[src/rtl/qracc_pkg.sv]
// Shared types and constants for the QRAcc datapath blocks.
// Holds the output packer's state encoding and counter width.
package qracc_pkg;

  typedef enum logic [1:0] {
    OP_IDLE,
    OP_PACK,
    OP_DONE
  } out_packer_state_t;

  localparam int OUT_PACKER_CNT_BITS = 16;

endpackage

[src/rtl/qracc_output_packer.sv]
// Collects quantized output vectors into full activation-buffer words and
// writes them at an auto-incrementing byte address; flush pads a partial word.
module qracc_output_packer
  import qracc_pkg::*;
#(
  parameter int numElements    = 32,
  parameter int elementBits    = 4,
  parameter int interfaceWidth = 512,
  parameter int addrWidth      = 32,
  parameter int dataSize       = 8
) (
  input  logic                           clk,
  input  logic                           nrst,
  input  logic                           start_i,
  input  logic [addrWidth-1:0]           base_addr_i,
  input  logic                           flush_i,
  input  logic [numElements*elementBits-1:0] data_i,
  input  logic                           valid_i,
  output logic                           ready_o,
  output logic                           wr_en_o,
  output logic [addrWidth-1:0]           wr_addr_o,
  output logic [interfaceWidth-1:0]      wr_data_o,
  output logic                           done_o,
  output logic                           busy_o,
  output logic [OUT_PACKER_CNT_BITS-1:0] words_written_o
);

  localparam int vecWidth  = numElements * elementBits;
  localparam int numSlots  = interfaceWidth / vecWidth;
  localparam int addrStep  = interfaceWidth / dataSize;
  localparam int SLOT_BITS = (numSlots > 1) ? $clog2(numSlots) : 1;

  if (interfaceWidth % vecWidth != 0) begin : g_width_check
    $error("interfaceWidth must be a multiple of numElements*elementBits");
  end

  out_packer_state_t         state, state_next;
  logic [SLOT_BITS-1:0]      slot_idx, slot_next;
  logic [interfaceWidth-1:0] pack_reg, pack_next, word;
  logic [addrWidth-1:0]      addr, addr_next;
  logic                      accept, last_slot, write;

  // Valid/ready: a vector transfers on any cycle where valid_i && ready_o;
  // ready_o is high exactly while in PACK. Writes never back-pressure.
  always_comb begin
    state_next = state;
    slot_next  = slot_idx;
    pack_next  = pack_reg;
    word       = pack_reg;
    addr_next  = addr;
    write      = 1'b0;
    accept     = 1'b0;
    last_slot  = (slot_idx == SLOT_BITS'(numSlots - 1));
    case (state)
      OP_IDLE: begin
        if (start_i) begin
          state_next = OP_PACK;
          slot_next  = '0;
          pack_next  = '0;
          addr_next  = base_addr_i;
        end
      end
      OP_PACK: begin
        accept = valid_i && ready_o;
        if (accept) begin
          word[slot_idx*vecWidth +: vecWidth] = data_i;
          if (last_slot) begin
            write     = 1'b1;
            slot_next = '0;
            pack_next = '0;
          end else begin
            slot_next = slot_idx + SLOT_BITS'(1);
            pack_next = word;
          end
        end
        if (flush_i) begin
          state_next = OP_DONE;
          // Unfilled upper slots are already zero because the pack register
          // clears after every completed word.
          if (!write && (accept || slot_idx != '0)) write = 1'b1;
          slot_next = '0;
          pack_next = '0;
        end
        if (write) addr_next = addr + addrWidth'(addrStep);
      end
      OP_DONE: state_next = OP_IDLE;
      default: state_next = OP_IDLE;
    endcase
  end

  always_ff @(posedge clk or negedge nrst) begin
    if (!nrst) begin
      state           <= OP_IDLE;
      slot_idx        <= '0;
      pack_reg        <= '0;
      addr            <= '0;
      ready_o         <= 1'b0;
      wr_en_o         <= 1'b0;
      wr_addr_o       <= '0;
      wr_data_o       <= '0;
      done_o          <= 1'b0;
      busy_o          <= 1'b0;
      words_written_o <= '0;
    end else begin
      state    <= state_next;
      slot_idx <= slot_next;
      pack_reg <= pack_next;
      addr     <= addr_next;
      ready_o  <= (state_next == OP_PACK);
      busy_o   <= (state_next != OP_IDLE);
      done_o   <= (state_next == OP_DONE);
      wr_en_o  <= write;
      if (write) begin
        wr_addr_o <= addr;
        wr_data_o <= word;
      end
      if (state == OP_IDLE && start_i) begin
        words_written_o <= '0;
      end else if (write && words_written_o != '1) begin
        words_written_o <= words_written_o + OUT_PACKER_CNT_BITS'(1);
      end
    end
  end

endmodule

[config.mk]
export PLATFORM = sky130hd
export DESIGN_NAME = qracc_output_packer
export DESIGN_NICKNAME = d
export VERILOG_FILES = /design/src/rtl/qracc_pkg.sv /design/src/rtl/qracc_output_packer.sv
export SDC_FILE = /design/constraint.sdc
export NUM_CORES = 2
export LEC_CHECK = 0
export BUFFER_PORTS_ARGS = -buffer_cell sky130_fd_sc_hd__buf_2
export CELL_PAD_IN_SITES_DETAIL_PLACEMENT = 2
export CELL_PAD_IN_SITES_GLOBAL_PLACEMENT = 2
export CORE_MARGIN = 2
export CORE_UTILIZATION = 39
export DETAILED_ROUTE_END_ITERATION = 8
export MAX_ROUTING_LAYER = met4
export PLACE_DENSITY_LB_ADDON = 0.25
export REMOVE_ABC_BUFFERS = 1
export SYNTH_ARGS = -nofsm -noshare
export SYNTH_HDL_FRONTEND = slang
export SYNTH_SLANG_ARGS = --single-unit
[constraint.sdc]
create_clock -name clk -period 5.9 [get_ports clk]
set_input_delay 1.475 -clock clk [delete_from_list [all_inputs] [get_ports clk]]
set_output_delay 1.475 -clock clk [all_outputs]
set_load 0.01 [all_outputs]
* Word-level counts from Yosys, hierarchy flattened
Cells that the tools add are included.
** Storage, ports and cells
- Output and inout port bits :: 564
- Register bits :: 1112
- Input bits :: 165
** Cells by class
- Equal/unequal tests :: 8
- Multiplexer cells :: 28
- Add/subtract/negate cells :: 4
- Shift-type cells :: 2
- Reductions and logical operators :: 13
** Operator list (count)
- $mux 512 :: 6
- $pmux 512 s2 :: 1
- $bwmux 512 :: 1
- $shift 128x34->512 const A :: 1
- $shiftx 128x34->512 :: 1
- $mux 32 :: 2
- $pmux 32 s2 :: 1
- $neg 9->34 :: 1
- $add 32x7->32 const B :: 1
- $mux 16 :: 2
- $add 16x1->16 const B :: 1
- $ne 16x16->1 const B :: 1
- $mux 2 :: 6
- $pmux 2 s2 :: 2
- $reduce_bool 2->1 :: 4
- $mux 1 :: 7
- $reduce_and 3->1 :: 2
- $eq 2x1->1 const B :: 2
- $eq 2x2->1 const B :: 2
- $logic_and 1x1->1 :: 4
- $ne 2x2->1 const B :: 2
- $ne 3x3->1 const B :: 1
- $add 2x1->2 const B :: 1
- $logic_not 2->1 :: 1
- 2 further kinds :: 2

* Logic depth before layout (Yosys ltp)
- Depth after elaboration :: 13
- Mapped depth :: 10

* Least setup slack after synthesis
Ideal clock, no wire load.
- Path type :: input -> register
- From :: input port valid_i
- To :: register pack_reg[391]
- Data arrival time :: 2.879 ns
- Path buffers :: 2
- Path slack :: 2.902 ns
- Stages on the path :: 6
- Required time :: 5.782 ns
- Cells stage by stage :: nand2_1 > a311oi_4 > o31a_1 > buf_4 > clkbuf_1 > and2b_1
** Between the ends
- Word-level cells in the longest chain between the ends :: 3
** Ends and longest elaborated chain
- start: declaration :: RTL line qracc_output_packer.sv:18 : input logic valid_i,
- $logic_and 1x1->1 :: RTL line qracc_output_packer.sv:64 : accept = valid_i && ready_o;
- $ne 3x3->1 (no source line)
- $reduce_and 3->1 (no source line)
- end signal: assignment :: RTL line qracc_output_packer.sv:107 : pack_reg <= pack_next;
- end: declaration :: RTL line qracc_output_packer.sv:39 : logic [interfaceWidth-1:0] pack_reg, pack_next, word;
No other way between the ends.
A chain may end at the register's enable or synchronous reset.

* Final worst setup path
- From :: register state[1]
- To :: register pack_reg[129]
** Between the ends
- Word-level cells in the longest chain between the ends :: 3
** Ends and longest elaborated chain
- start: declaration :: RTL line qracc_output_packer.sv:37 : out_packer_state_t state, state_next;
- start signal: assignment :: RTL line qracc_output_packer.sv:105 : state <= state_next;
- $eq 2x1->1 or $logic_not 2->1 (tied branches) :: RTL line qracc_output_packer.sv:54 : case (state)
- $ne 3x3->1 (no source line), or another cell as far along
- $reduce_and 3->1 (no source line)
Parallel ways exist; a longest one is shown, timed or not.

==> results.toml <==
[drt]
drt_pre_antenna_iters = 5
routed_via_density = 5.99
drt_iter0_markers = 2608
route.detailed.drc = 0
route.detailed.wl_per_inst_um = 29.2
ant_nets = 0
wl_um = 182000
num_vias = 37331

[clocking]
tritoncts.num_buffers = 119
cts_tree = "done"
ctsRootBufferMaster = "clkbuf_16"
cts.repair_timing.setup_buffer_count = 0
number_of_hold_repair_buffers_added_at_the_cts_stage = 0
cts-root-to-sink-buffers = 3
clock_insertion_delay_worst_skew_ps = 730
clkSinkCount = 1112
post_cts_resize_count = 0
path_clk_slew_ps = 70
ctsHtreeMaxLevel = 3

[timing]
final.period_utilization_pct = 66.3
setup_viol = 0
finalSetupTns_ps = 0
grt_setup_unrepaired = "false"
fmaxAchievable_mhz = 256
hold_viol_final = 0
final.setup_skew_ps = 26.0
relative_slew_margins_pct = 21.7
period_needed_ps = 3910
hold-worst-slack_ps = 471
max_slew.worst_pin.slew_ps = 1170
maxSlewViolCount = 0

[yosys]
netlist_area_sq_um = 44400
yosysUniqueCellTypes = 64
synth_enable_flop_cells = 0
gate_count_of_the_mapped_netlist = 4034
yosys_register_bits = 1112
ys.flop_type = "dfrtp_1"
synthTopCellsByArea = "dfrtp_1 63%, nor2_1 8.0%, a221oi_1 7.6%"
average_cell_area_after_synthesis_sq_um = 11.0
synth_top_area_share_pct = 62.6
synthArstFlopShare_pct = 100
cell_type_with_the_highest_aggregate_area_in_the_netlist = "dfrtp_1"
synth.yosys.warnings = 0
synth-seq-area-share_pct = 62.6

[flow_run]
drv.max_cap_violation_count = 0

[global_routing]
antenna_violations_before_repair = 23
global_route_total_overflow = 0
grt_pass1_wl_um = 274000
first_global_vias = 41282
grt_use_total_pct = 31.9
maximum_number_of_pins_on_one_net_before_global_route_repair = 184

[worst_setup_path]
crit_path_max_incr_delay_ps = 1070
timing.critical_path.from_type = "flip-flop"
crit_path_top_delay_cell = "or4_1"
crit_required_ps = 6550
worst_setup_path_end_kind = "flip-flop"
critPathMaxFanout = 58
crit_path_cell_trace = "nand2b_1 > or4_1 > o21ai_4 > buf_12 > a22o_1"
worstSetupPathType = "reg2reg"
arrival_time_at_the_worst_endpoint_ps = 4560

[final_layout]
final_nets = 4792
most_common_library_cell_in_the_layout_ignoring_fill_and_taps = "dfrtp_1"
most-common-layout-cells = "1112 x dfrtp_1, 935 x nor2_1, 727 x buf_2, 387 x a221oi_1, 384 x a22o_1"
fillCellCount = 11528
share_of_cells_above_drive_strength_1_pct = 21.6
synthToLayoutAreaGrowth_pct = 19.9

[place]
hpwl_reported_at_the_end_of_detailed_placement_um = 109000
port-buffer-count = 728
placer_congestion_estimate = 0.831

[power_and_ir_drop]
total_leakage_power_nw = 25.7
power_density_nw_per_um2 = 503
irDropWorstVdd_mv = 0.256

[floorplanning]
floorplan.initialDensity_pct = 39.4
die-area_sq_um = 117000
ioPinCount = 729
fp.dieW_um = 342
std_cell_rows = 123
floorplan.core_area_sq_um = 113000
floorplan.die.height_um = 342

[run_status]
status = "complete, no violations"

[hold_path]
hp-class = "reg2reg"
==> worst paths after layout <==
kind                                from              to  slack, ps  cells past startpoint
setup / recovery                state[1]   pack_reg[129]       1990                      5
hold reg to reg            wr_addr_o[18]   wr_addr_o[18]        470                      2
min in group asynchronous           nrst  wr_data_o[208]        810                      1
hold / removal             wr_addr_o[18]   wr_addr_o[18]        470                      2
setup reg to reg                state[1]   pack_reg[129]       1990                      5
max in group asynchronous           nrst  wr_data_o[132]       3680                      2
==> final cells by class <==
| type | count | area, sq um | area share (%) |
|---|---|---|---|
| sequential | 1112 | 27800 | 52.2 |
| antenna | 21 | 52.6 | 0.0986 |
| clock buffer | 184 | 3540 | 6.65 |
| clock inverter | 29 | 354 | 0.664 |
| inverter | 7 | 33.8 | 0.0634 |
| tap | 1500 | 1880 | 3.52 |
| multi-input combinational | 2574 | 15000 | 28.2 |
| timing repair buffer | 806 | 4580 | 8.59 |
==> report_power, final <==
| group | internal (W) | switching, W | total (W) | leakage [nW] |
|---|---|---|---|---|
| clock | 0.00429 | 0.00326 | 0.00756 | 1.92 |
| combinational | 0.00275 | 0.00508 | 0.00783 | 9.39 |
| sequential | 0.00969 | 0.00175 | 0.0114 | 14.4 |
| total | 0.0167 | 0.0101 | 0.0268 | 25.7 |
==> cells in the mapped netlist, types with 4 or more instances <==
| library cell | count |
|---|---|
| a221oi_1 | 387 |
| o21ai_0 | 145 |
| and3_1 | 5 |
| buf_4 | 30 |
| nor2_1 | 942 |
| buf_2 | 125 |
| clkbuf_1 | 159 |
| inv_1 | 6 |
| dfrtp_1 | 1112 |
| a22o_1 | 384 |
| buf_1 | 7 |
| nand3_1 | 11 |
| o22a_1 | 6 |
| ha_1 | 7 |
| a21oi_1 | 161 |
| nand4_1 | 15 |
| nor2b_1 | 99 |
| nor4_1 | 7 |
| mux2i_1 | 11 |
| o22ai_1 | 4 |
| nand2b_1 | 4 |
| buf_6 | 20 |
| a31oi_1 | 5 |
| nor3_1 | 4 |
| nand2_1 | 281 |
| and2b_1 | 30 |
| xnor2_1 | 6 |
| and4_1 | 8 |
==> kinds of logic after synthesis <==
| family | synth area share, % |
|---|---|
| AOI/OAI and AO/OA | 19.5 |
| xor gates and xnor gates | 0.118 |
| adders and majority gates | 0.197 |
| buffers and inverters | 3.88 |
| DFF | 62.6 |
| muxes | 0.248 |
| and+or+nand+nor | 13.4 |
==> critical path, delay by kind of cell, from the launching register on <==
| family | cells | cell delay [ps] |
|---|---|---|
| AO/OA/AOI/OAI | 2 | 1040 |
| buffers and inverters | 1 | 440 |
| flip-flops | 1 | 490 |
| AND/OR/NAND/NOR | 2 | 1790 |
==> stage by stage <==
step | power (W) | instance area (sq um) | worst slack (ps) | util [%] | instances
floorplan | 0.0147 | 42700 | -10630 | - | 3693
global placement | 0.0189 | 49300 | 1450 | 43.7 | 5999
detailed placement | 0.0193 | 49300 | 1400 | 43.7 | 5999
CTS | 0.0270 | 53200 | 2020 | 47.2 | 6212
global route | 0.0281 | 53300 | 1750 | 47.2 | 6233
finish | 0.0268 | 53300 | 1990 | 47.2 | 6233
==> routing by layer <==
| layer | GRT usage, % | vias up | routed length, um |
|---|---|---|---|
| met5 | - | - | 0 |
| met4 | 13.6 | 0 | 7630 |
| met3 | 5.95 | 330 | 11000 |
| met2 | 51.4 | 1271 | 90000 |
| met1 | 39.4 | 20124 | 73100 |
| li1 | - | 15606 | - |
Note: power is estimated with default switching activity, not from simulation.
